--- src/rtl/wiegand_tx_sched.sv ---
// Round-robin scheduler feeding Wiegand_Out: captures a 24-bit payload, adds parity and paces
// the active-low en through a frame plus a gap. Optional macro WIEGAND_REPEAT_EN sends each frame twice.
module wiegand_tx_sched #(
   parameter int unsigned FRAME_CYCLES = 77200,
   parameter int unsigned GAP_CYCLES   = 1000,
   parameter int unsigned CNT_W        = 17
) (
   input  logic        clk,
   input  logic        rst,
   input  logic        req_a,
   input  logic [23:0] data_a,
   output logic        ack_a,
   input  logic        req_b,
   input  logic [23:0] data_b,
   output logic        ack_b,
   output logic [25:0] wg_data,
   output logic        wg_en,
   output logic        busy,
   output logic        done,
   output logic        src
);

   typedef enum logic [1:0] {StIdle, StSend, StGap} state_e;

   state_e           state_q;
   logic [CNT_W-1:0] cnt_q;
   logic             last_b_q;   // 1 when B holds the most recent grant
`ifdef WIEGAND_REPEAT_EN
   logic             second_q;
`endif

   logic             grant_b;
   logic [23:0]      payload;

   function automatic logic [25:0] build_frame(input logic [23:0] p);
      return {^p[23:12], p, ~(^p[11:0])};
   endfunction

   always_comb begin
      grant_b = req_b & (~req_a | ~last_b_q);
      payload = grant_b ? data_b : data_a;
   end

   always_ff @(posedge clk) begin
      if (!rst) begin
         state_q  <= StIdle;
         cnt_q    <= '0;
         last_b_q <= 1'b1;
         wg_en    <= 1'b1;
         wg_data  <= '0;
         ack_a    <= 1'b0;
         ack_b    <= 1'b0;
         busy     <= 1'b0;
         done     <= 1'b0;
         src      <= 1'b0;
`ifdef WIEGAND_REPEAT_EN
         second_q <= 1'b0;
`endif
      end else begin
         ack_a <= 1'b0;
         ack_b <= 1'b0;
         done  <= 1'b0;
         unique case (state_q)
            StIdle: begin
               if (req_a | req_b) begin
                  ack_a    <= ~grant_b;
                  ack_b    <= grant_b;
                  src      <= grant_b;
                  last_b_q <= grant_b;
                  wg_data  <= build_frame(payload);
                  wg_en    <= 1'b0;
                  busy     <= 1'b1;
                  cnt_q    <= '0;
                  state_q  <= StSend;
`ifdef WIEGAND_REPEAT_EN
                  second_q <= 1'b0;
`endif
               end
            end
            StSend: begin
               if (cnt_q == CNT_W'(FRAME_CYCLES - 1)) begin
                  wg_en   <= 1'b1;
                  cnt_q   <= '0;
                  state_q <= StGap;
               end else begin
                  cnt_q <= cnt_q + CNT_W'(1);
               end
            end
            StGap: begin
               if (cnt_q == CNT_W'(GAP_CYCLES - 1)) begin
                  cnt_q <= '0;
`ifdef WIEGAND_REPEAT_EN
                  if (!second_q) begin
                     second_q <= 1'b1;
                     wg_en    <= 1'b0;
                     state_q  <= StSend;
                  end else begin
`else
                  begin
`endif
                     state_q <= StIdle;
                     done    <= 1'b1;
                     busy    <= 1'b0;
                  end
               end else begin
                  cnt_q <= cnt_q + CNT_W'(1);
               end
            end
            default: state_q <= StIdle;
         endcase
      end
   end

endmodule

--- config.mk ---
export PLATFORM = sky130hd
export DESIGN_NAME = wiegand_tx_sched
export DESIGN_NICKNAME = d
export VERILOG_FILES = /design/src/rtl/wiegand_tx_sched.sv
export SDC_FILE = /design/constraint.sdc
export NUM_CORES = 1
export LEC_CHECK = 0
export CAP_MARGIN = 20
export CORE_AREA = 8 8 113 115
export CTS_BUF_LIST = sky130_fd_sc_hd__clkbuf_8 sky130_fd_sc_hd__clkbuf_16
export DETAILED_ROUTE_END_ITERATION = 8
export DIE_AREA = 0 0 121 123
export SLEW_MARGIN = 10
export SYNTH_ARGS = -nofsm -noshare
export SYNTH_HDL_FRONTEND = slang
export SYNTH_SLANG_ARGS = --single-unit
--- constraint.sdc ---
create_clock -name clk -period 3.67 [get_ports clk]
set_input_delay 1.101 -clock clk [delete_from_list [all_inputs] [get_ports clk]]
set_output_delay 1.101 -clock clk [all_outputs]
set_load 0.02 [all_outputs]
==> results.toml, run 1 <==
[setup_path]
critical_path.max_fanout = 10
worstPathRequired_ps = 3840
reg2reg_to = "cnt_q[11]"
startpoint = "req_a"
endpoint = "cnt_q[11]"
r2r_cells = 8
r2r-start = "state_q[0]"
cp_slowest_stage_delay_ps = 600
startpoint_type = "input pin"
path_cells = "clkdlybuf4s50_1, or3b_2, o21ai_2, nor3_1, and4_1, a31oi_1, nor3_1"
crit_slowest_cell = "or3b_2"
worst-path-buf-inv = 1
critical_path.top_delay_family = "simple AND/OR/NAND/NOR gates"
path_common_cell = "nor3_1"
worstPathArrival_ps = 3100
crit_cells = 7
crit_type = "in2reg"
critPathCaptureType = "register"
rrSetupSlack_ps = 1370

[synthesis]
syn_area_per_cell_um2 = 9.231
syn_nets = 358
yosys.area_share.xor_xnor = 0.1665
ys_warn_count = 0
yosys.area_share.simple = 0.1625
ys.flop_type = "dfxtp_1"
yosysUniqueCellTypes = 42
synth_edf_count = 0
async_flop_share = 0
synth-seq-cells = 52
synth_compound_area_frac = 0.1517
synth_top_family_by_area = "XOR/XNOR gates"
ys_seq_area_frac = 0.3734
synth_area_um2 = 2788
synthMuxAreaShare = 0.1005
synthCells = 302
synth_fa_ha_area_frac = 0.01795

[sta]
fin_ws_ps = 740.4
finalMaxSlewViolations = 0
whs_ps = 455.7
hold_violations = 0
setup_tns_ps = 0
fin_skew_ps = 6.389
fmax_ghz = 0.3413
setup_violations = 0
post-route-period-util = 0.7982
slew_headroom = 0.6449
rsz0062_at_grt = "no"
worst_pin_slew_ps = 532.7
finalCriticalPeriod_ps = 2930

[clocking]
cts_setup_buffers = 0
numCtsBuffers = 5
clockBufferDepth = 2
clock_sinks = 52
cts_resized = 0
cts_hold_buffers = 0
cts_max_level = 2
clock_tree.root_cell = "clkbuf_16"
cts.clk_slew.worst_paths_ps = 70
cts_tree = "yes"
clock_latency_ps = 290

[hold_path]
holdPathStages = 2
min-delay-start = "src"
hold_path_class = "reg2reg"

[place]
dpl.hpwl_um = 5916
dp_slack_ps = 462.4
place_inst = 517
portBuffers = 83
place_congestion = 0.7932

[job]
drv_cap = 0

[power]
p_clk_frac = 0.213
switching_power_uw = 885.8
total_leakage_power_uw = 0.001366
switching_share = 0.3663
combPwrFrac = 0.469
power_frac_seq = 0.318
p_per_area_nw_per_um2 = 612.0
intPower_uw = 1532
ir_worst_vdd_mv = 0.2799

[route]
wire_per_inst_um = 14.02
wl_um = 7362
ant_nets = 0
first_pass_iters = 4
drc = 0
initialDrtViolationCount = 60
vias_per_cell = 4.539
vias = 2383

[cells_and_area]
antenna_cells = 0
drive_gt1_frac = 0.05759
layout.cells.non_filler = 525
nets = 437
area_growth_pct = 41.74

[global_route]
first_global_vias = 2436
grt_max_degree = 30
grt_pass1_wl_um = 11950
grt_usage = 0.09935
overflow = 0
antenna_found_initial = 0

[floorplanning]
core_um2 = 11080
boundaryPins = 84
die_area_um2 = 14880
die_h_um = 123
die_w_um = 121
start_util = 0.2517
rows = 39

[run_status]
outcome = "completed"
[cells in the mapped netlist, drive strengths merged, types with 5 or more instances]
library cell | n | area (um^2)
nor2 | 40 | 150.1
a21oi | 9 | 48.80
dfxtp | 52 | 1041
nand3 | 11 | 55.05
a211oi | 24 | 180.2
and3 | 7 | 43.79
buf | 5 | 27.53
xnor2 | 46 | 402.9
clkbuf | 10 | 37.54
nor3 | 5 | 25.02
xor2 | 7 | 61.31
mux2i | 28 | 280.3
o21ai | 5 | 40.04
nand2 | 16 | 60.06
[worst reg2reg max path, stage by stage, from the launching register on]
cell	delay, ps
dfxtp_1	330
inv_1	90
ha_1	330
or3b_2	570
o21ai_2	220
nor3_1	170
and4_1	260
a31oi_1	160
nor3_1	60
[stage by stage]
stage	utilization	instance area, um^2	total power [uW]
after floorplan	-	2788	1487
after global placement	0.3419	3787	1921
after detailed placement	0.3419	3787	1933
after CTS	0.3567	3951	2462
after global routing	0.3567	3951	2592
final	0.3567	3951	2418
[per-layer routing]
| layer | track usage | vias to the layer above | share of wire |
|---|---|---|---|
| met3 | 0.03973 | 2 | 0.066 |
| met5 | 0 | - | 0 |
| met4 | 0.03044 | 0 | 0.0092 |
| met1 | 0.1161 | 1088 | 0.45 |
| met2 | 0.1641 | 57 | 0.47 |
| li1 | - | 1236 | - |
[placed cells by master, fill, tap and decap left out, drive strengths merged, types with 2 or more instances in the layout]
cell	instances
a211oi	24
dfxtp	52
o21a	2
nor3	5
a32oi	2
ha	4
o21ai	5
nor4	2
clkbuf	5
nand4b	2
inv	3
a311oi	4
clkinv	2
a21oi	9
xnor2	46
nor2	40
clkdlybuf4s50	83
xor2	7
buf	4
a21boi	2
and3	7
or4	3
nand2	16
mux2i	28
nand3	11
nand2b	2
a41oi	2
[state kept, by name, indices dropped and copies added (netlist names)]
name,count
wg_data,26
cnt_q,17
state_q,2
ack_a,1
ack_b,1
busy,1
done,1
last_b_q,1
src,1
wg_en,1
[layout make-up]
type / instances / area [um^2]
fillers: 1128 / 7126
clock buffers: 5 / 125.1
repair buffers: 87 / 873.3
inverters: 3 / 11.26
clock inverters: 3 / 38.79
well taps: 143 / 178.9
flip-flops and latches: 52 / 1041
multi-input cells: 232 / 1683
[power groups by stage]
stage / sequential (uW) / clock, uW / combinational [uW]
2_1_floorplan: 911 / 0 / 576
4_1_cts: 771 / 536 / 1150
3_3_place_gp: 782 / 0 / 1140
6_report: 769 / 515 / 1130
3_5_place_dp: 781 / 0 / 1150
5_1_grt: 786 / 560 / 1250
[kinds of logic after synthesis]
kind of cell / after synthesis
AO/OA/AOI/OAI: 55
XOR/XNOR: 53
adder cells (fa/ha/maj): 4
buffers and inverters: 18
flip-flops: 52
multiplexers: 28
AND/OR/NAND/NOR: 92
[worst min path at each step]
stage	slack, ps	endpoint
final	460	src
after floorplan	460	cnt_q[16]
after global routing	470	src
after detailed placement	450	src
after global placement	440	src
after CTS	460	src
No activity file was read; power rests on OpenSTA's default activity.
==> run 2, diff against run 1 <==
Clock period 3.67 ns to 2.6 ns, I/O delays scaled along.
==> run 2 against run 1 <==
Against the previous run:
- hold slack worse by 1.7 ps
- utilization up 0.34 points
- clock skew shrank 2.0 ps
- cell count grew 1.1%
- via count increased by 0.67%
- sequential share of layout area fell by 0.25 points
- critical path type unchanged
- largest power group unchanged
==> results.toml, run 2 (synthesis gave the netlist of run 1 again) <==
[sta]
finalMaxSlewViolations = 0
rsz0062_at_grt = "no"
fmax_ghz = 0.4558
setup_tns_ps = 0
setup_violations = 0
post-route-period-util = 0.8439
finalCriticalPeriod_ps = 2194
fin_skew_ps = 4.355
slew_headroom = 0.7332
hold_violations = 0
worst_pin_slew_ps = 397.2

[global_route]
grt_pass1_wl_um = 12100
first_global_vias = 2395
antenna_found_initial = 0
grt_max_degree = 55
overflow = 0
grt_usage = 0.1007

[place]
dpl.hpwl_um = 5941
portBuffers = 83
place_inst = 523
place_congestion = 0.8086

[power]
total_leakage_power_uw = 0.001386
ir_worst_vdd_mv = 0.4018
switching_share = 0.3772
intPower_uw = 2104
combPwrFrac = 0.486
switching_power_uw = 1274
power_frac_seq = 0.321
p_per_area_nw_per_um2 = 846.8
p_clk_frac = 0.193

[floorplanning]
boundaryPins = 84
die_h_um = 123
die_area_um2 = 14880
rows = 39
start_util = 0.2517
die_w_um = 121
core_um2 = 11080

[clocking]
cts.clk_slew.worst_paths_ps = 70
clockBufferDepth = 2
clock_tree.root_cell = "clkbuf_16"
cts_tree = "yes"
cts_hold_buffers = 0
numCtsBuffers = 5
clock_sinks = 52
cts_setup_buffers = 0
clock_latency_ps = 290
cts_resized = 0
cts_max_level = 2

[cells_and_area]
final_cell_mix = "83 x clkdlybuf4s50_1, 52 x dfxtp_1, 46 x xnor2_1"
final_common_cell = "clkdlybuf4s50_1"
antenna_cells = 0
top_regs = "wg_data: 26 flops, cnt_q: 17 flops, state_q: 2 flops"
layout.cells.non_filler = 531
area_growth_pct = 43.09
drive_gt1_frac = 0.07474
nets = 443
largest_reg_flops = 26
top_register = "wg_data"

[route]
initialDrtViolationCount = 139
vias = 2399
vias_per_cell = 4.518
first_pass_iters = 4
ant_nets = 0
wire_per_inst_um = 14.11
wl_um = 7493
drc = 0

[setup_path]
worstPathArrival_ps = 2350
critical_path.max_fanout = 9
worstPathRequired_ps = 2760
crit_type = "in2reg"
startpoint_type = "input pin"
startpoint = "req_b"
r2r-start = "cnt_q[4]"
critPathCaptureType = "register"

[hold_path]
hold_path_class = "reg2reg"
min-delay-start = "src"

[job]
drv_cap = 0

[run_status]
outcome = "completed"
## run 2: power by group through the flow
stage / Sequential, uW / Combinational, uW / Clock [uW]
after CTS: 1090 / 1670 / 674
after global routing: 1110 / 1800 / 714
final: 1080 / 1640 / 652
after detailed placement: 1100 / 1670 / 0
after global placement: 1100 / 1650 / 0
after floorplan: 1290 / 813 / 0
## run 2: through the flow
stage          instance area (um^2)    util  power (uW)  setup slack [ps]  hold WS, ps
2_1_floorplan                  2788       -        2099             345.2        464.9
6_report                       3989  0.3601        3378             405.9        454.0
4_1_cts                        3989  0.3601        3432             413.7        457.3
3_5_place_dp                   3845  0.3471        2770             112.7        448.8
3_3_place_gp                   3845  0.3471        2752             127.4        447.0
5_1_grt                        3989  0.3601        3626             302.8        482.1
## run 2: worst paths after layout
| path | end | slack (ps) | cells past startpoint |
|---|---|---|---|
| worst min register to register | src | 450 | 2 |
| worst min-delay path | src | 450 | 2 |
| worst max register to register | cnt_q[12] | 470 | 6 |
| worst max-delay path | cnt_q[15] | 410 | 7 |
## run 2: area by class of cell
type / count / area (um^2)
fillers: 1132 / 7088
multi-input cells: 232 / 1683
flip-flops and latches: 52 / 1041
repair buffers: 93 / 930.9
well taps: 143 / 178.9
clock buffers: 5 / 125.1
clock inverters: 3 / 18.77
inverters: 3 / 11.26
## run 2: layer usage
metal / vias to the layer above / GRT usage / share of wire
met5: - / 0 / 0
met2: 78 / 0.1568 / 0.45
li1: 1244 / - / -
met4: 0 / 0.03591 / 0.016
met3: 8 / 0.03379 / 0.064
met1: 1069 / 0.1272 / 0.47
## run 2: worst max-delay path: stages
cell	delay, ps
clkdlybuf4s50_1	430
or3b_2	480
buf_4	170
nand2_1	80
a21oi_2	80
a41oi_1	260
a311oi_1	80
==> run 3, diff against run 2 <==
Clock period 2.6 ns to 2.2 ns, I/O delays scaled along.
==> run 3 against run 2 <==
Against the previous run:
- cell count grew 1.1%
- sequential share of layout area is 0.36 points lower
- die area stayed put
- utilization rose by 0.50 points
- first-iteration DRC count down 31%
- clock-buffer cell count grew 1
- global-route usage grew 0.33 points
- largest power group unchanged
- highest routed layer unchanged
==> results.toml, run 3 (synthesis gave the netlist of run 1 again) <==
[power]
power_frac_seq = 0.317
combPwrFrac = 0.485
total_leakage_power_uw = 0.001413
switching_power_uw = 1523
switching_share = 0.3744
intPower_uw = 2545
p_per_area_nw_per_um2 = 1006
ir_worst_vdd_mv = 0.5673
power_uw = 4068
p_clk_frac = 0.198

[setup_path]
critPathCaptureType = "register"
startpoint_type = "register"
worstPathArrival_ps = 2270
critical_path.top_delay_family = "simple AND/OR/NAND/NOR gates"
crit_type = "reg2reg"
worst-path-buf-inv = 0
startpoint = "cnt_q[4]"
reg2reg_to = "cnt_q[4]"
crit_slowest_cell = "or4_4"
r2r-start = "cnt_q[4]"
rrSetupSlack_ps = 100
cp_slowest_stage_delay_ps = 590
r2r_cells = 6
worstPathRequired_ps = 2370
path_cells = "or4_4, nor4_4, or2b_4, a21boi_2, o21ai_4, nor2_1"
critical_path.max_fanout = 9

[sta]
setup_violations = 0
whs_ps = 454.9
finalCriticalPeriod_ps = 2099
slew_headroom = 0.7369
finalMaxSlewViolations = 0
setup_tns_ps = 0
rsz0062_at_grt = "no"
worst_pin_slew_ps = 391.7
fin_skew_ps = 8.598
fmax_ghz = 0.4763
hold_violations = 0
post-route-period-util = 0.9543

[cells_and_area]
top_register = "wg_data"
layout.cells.non_filler = 537
num-fill-cells = 1116
drive_gt1_frac = 0.08883
final_common_cell = "clkdlybuf4s50_1"
largest_reg_flops = 26
antenna_cells = 0
area_growth_pct = 45.06
final_cell_mix = "83 x clkdlybuf4s50_1, 52 x dfxtp_1, 46 x xnor2_1"
top_regs = "wg_data: 26 flops, cnt_q: 17 flops, state_q: 2 flops"
nets = 449

[place]
place_congestion = 0.8108
portBuffers = 83
dpl.hpwl_um = 5966
place_inst = 529

[floorplanning]
die_w_um = 121
rows = 39
start_util = 0.2517
boundaryPins = 84
die_h_um = 123
die_area_um2 = 14880
core_um2 = 11080

[global_route]
first_global_vias = 2554
overflow = 0
grt_max_degree = 55
grt_pass1_wl_um = 12460
grt_usage = 0.1040
antenna_found_initial = 0

[route]
drc = 0
vias_per_cell = 4.540
initialDrtViolationCount = 96
ant_nets = 0
first_pass_iters = 4
wl_um = 7605
wire_per_inst_um = 14.16
vias = 2438

[clocking]
numCtsBuffers = 5
cts_resized = 0
clock_tree.root_cell = "clkbuf_16"
cts_setup_buffers = 0
clock_sinks = 52
clockBufferDepth = 2
cts.clk_slew.worst_paths_ps = 70
cts_tree = "yes"
cts_max_level = 2
clock_latency_ps = 290
cts_hold_buffers = 0

[hold_path]
hold_path_class = "reg2reg"
min-delay-start = "src"
holdPathStages = 2
whs_endpoint = "src"

[job]
drv_cap = 0

[run_status]
outcome = "completed"
-- run 3: cell count changes in the layout (fill, tap and decap cells not counted), sizes merged --
cell and change:
clkinv -3, buf +6, clkinvlp +2, clkbuf +1
-- run 3: cell type report --
class                   instances  area (um^2)  area share
flip-flops and latches         52         1041      0.2574
inverters                       3        11.26    0.002785
repair buffers                 99        975.9      0.2413
clock inverters                 2        15.01    0.003713
multi-input cells             232         1683      0.4161
well taps                     143        178.9     0.04425
clock buffers                   6        138.9     0.03434
-- run 3: stage by stage --
step,setup slack [ps],utilization,instance area (um^2)
2_1_floorplan,65.17,-,2788
3_3_place_gp,-119.4,0.3512,3890
3_5_place_dp,-166.5,0.3512,3890
4_1_cts,60.54,0.3651,4044
5_1_grt,11.76,0.3651,4044
6_report,100.6,0.3651,4044
-- run 3: layer usage --
metal | vias up | wire length (um) | global-route usage
met5 | - | 0 | 0
met4 | 0 | 94 | 0.03279
met3 | 7 | 533 | 0.03562
met2 | 68 | 3551 | 0.1727
met1 | 1107 | 3426 | 0.1240
li1 | 1256 | - | -
-- run 3: how the worst max path moves through the flow --
stage	end	cells after the start	slack, ps
6_report	cnt_q[4]	6	100
5_1_grt	cnt_q[4]	6	10
4_1_cts	cnt_q[3]	6	60
3_5_place_dp	cnt_q[11]	7	-170
3_3_place_gp	cnt_q[15]	7	-120
2_1_floorplan	cnt_q[11]	7	70
-- run 3: worst register-to-register path: stages, from the launching register on --
cell	delay, ps
dfxtp_1	350
or4_4	590
nor4_4	360
or2b_4	210
a21boi_2	100
o21ai_4	290
nor2_1	90
-- run 3: power groups by stage --
stage	logic, uW	clock network (uW)	registers (uW)
6_report	1970	807	1290
5_1_grt	2170	874	1320
4_1_cts	2000	832	1290
3_5_place_dp	2000	0	1310
3_3_place_gp	1980	0	1310
2_1_floorplan	961	0	1520
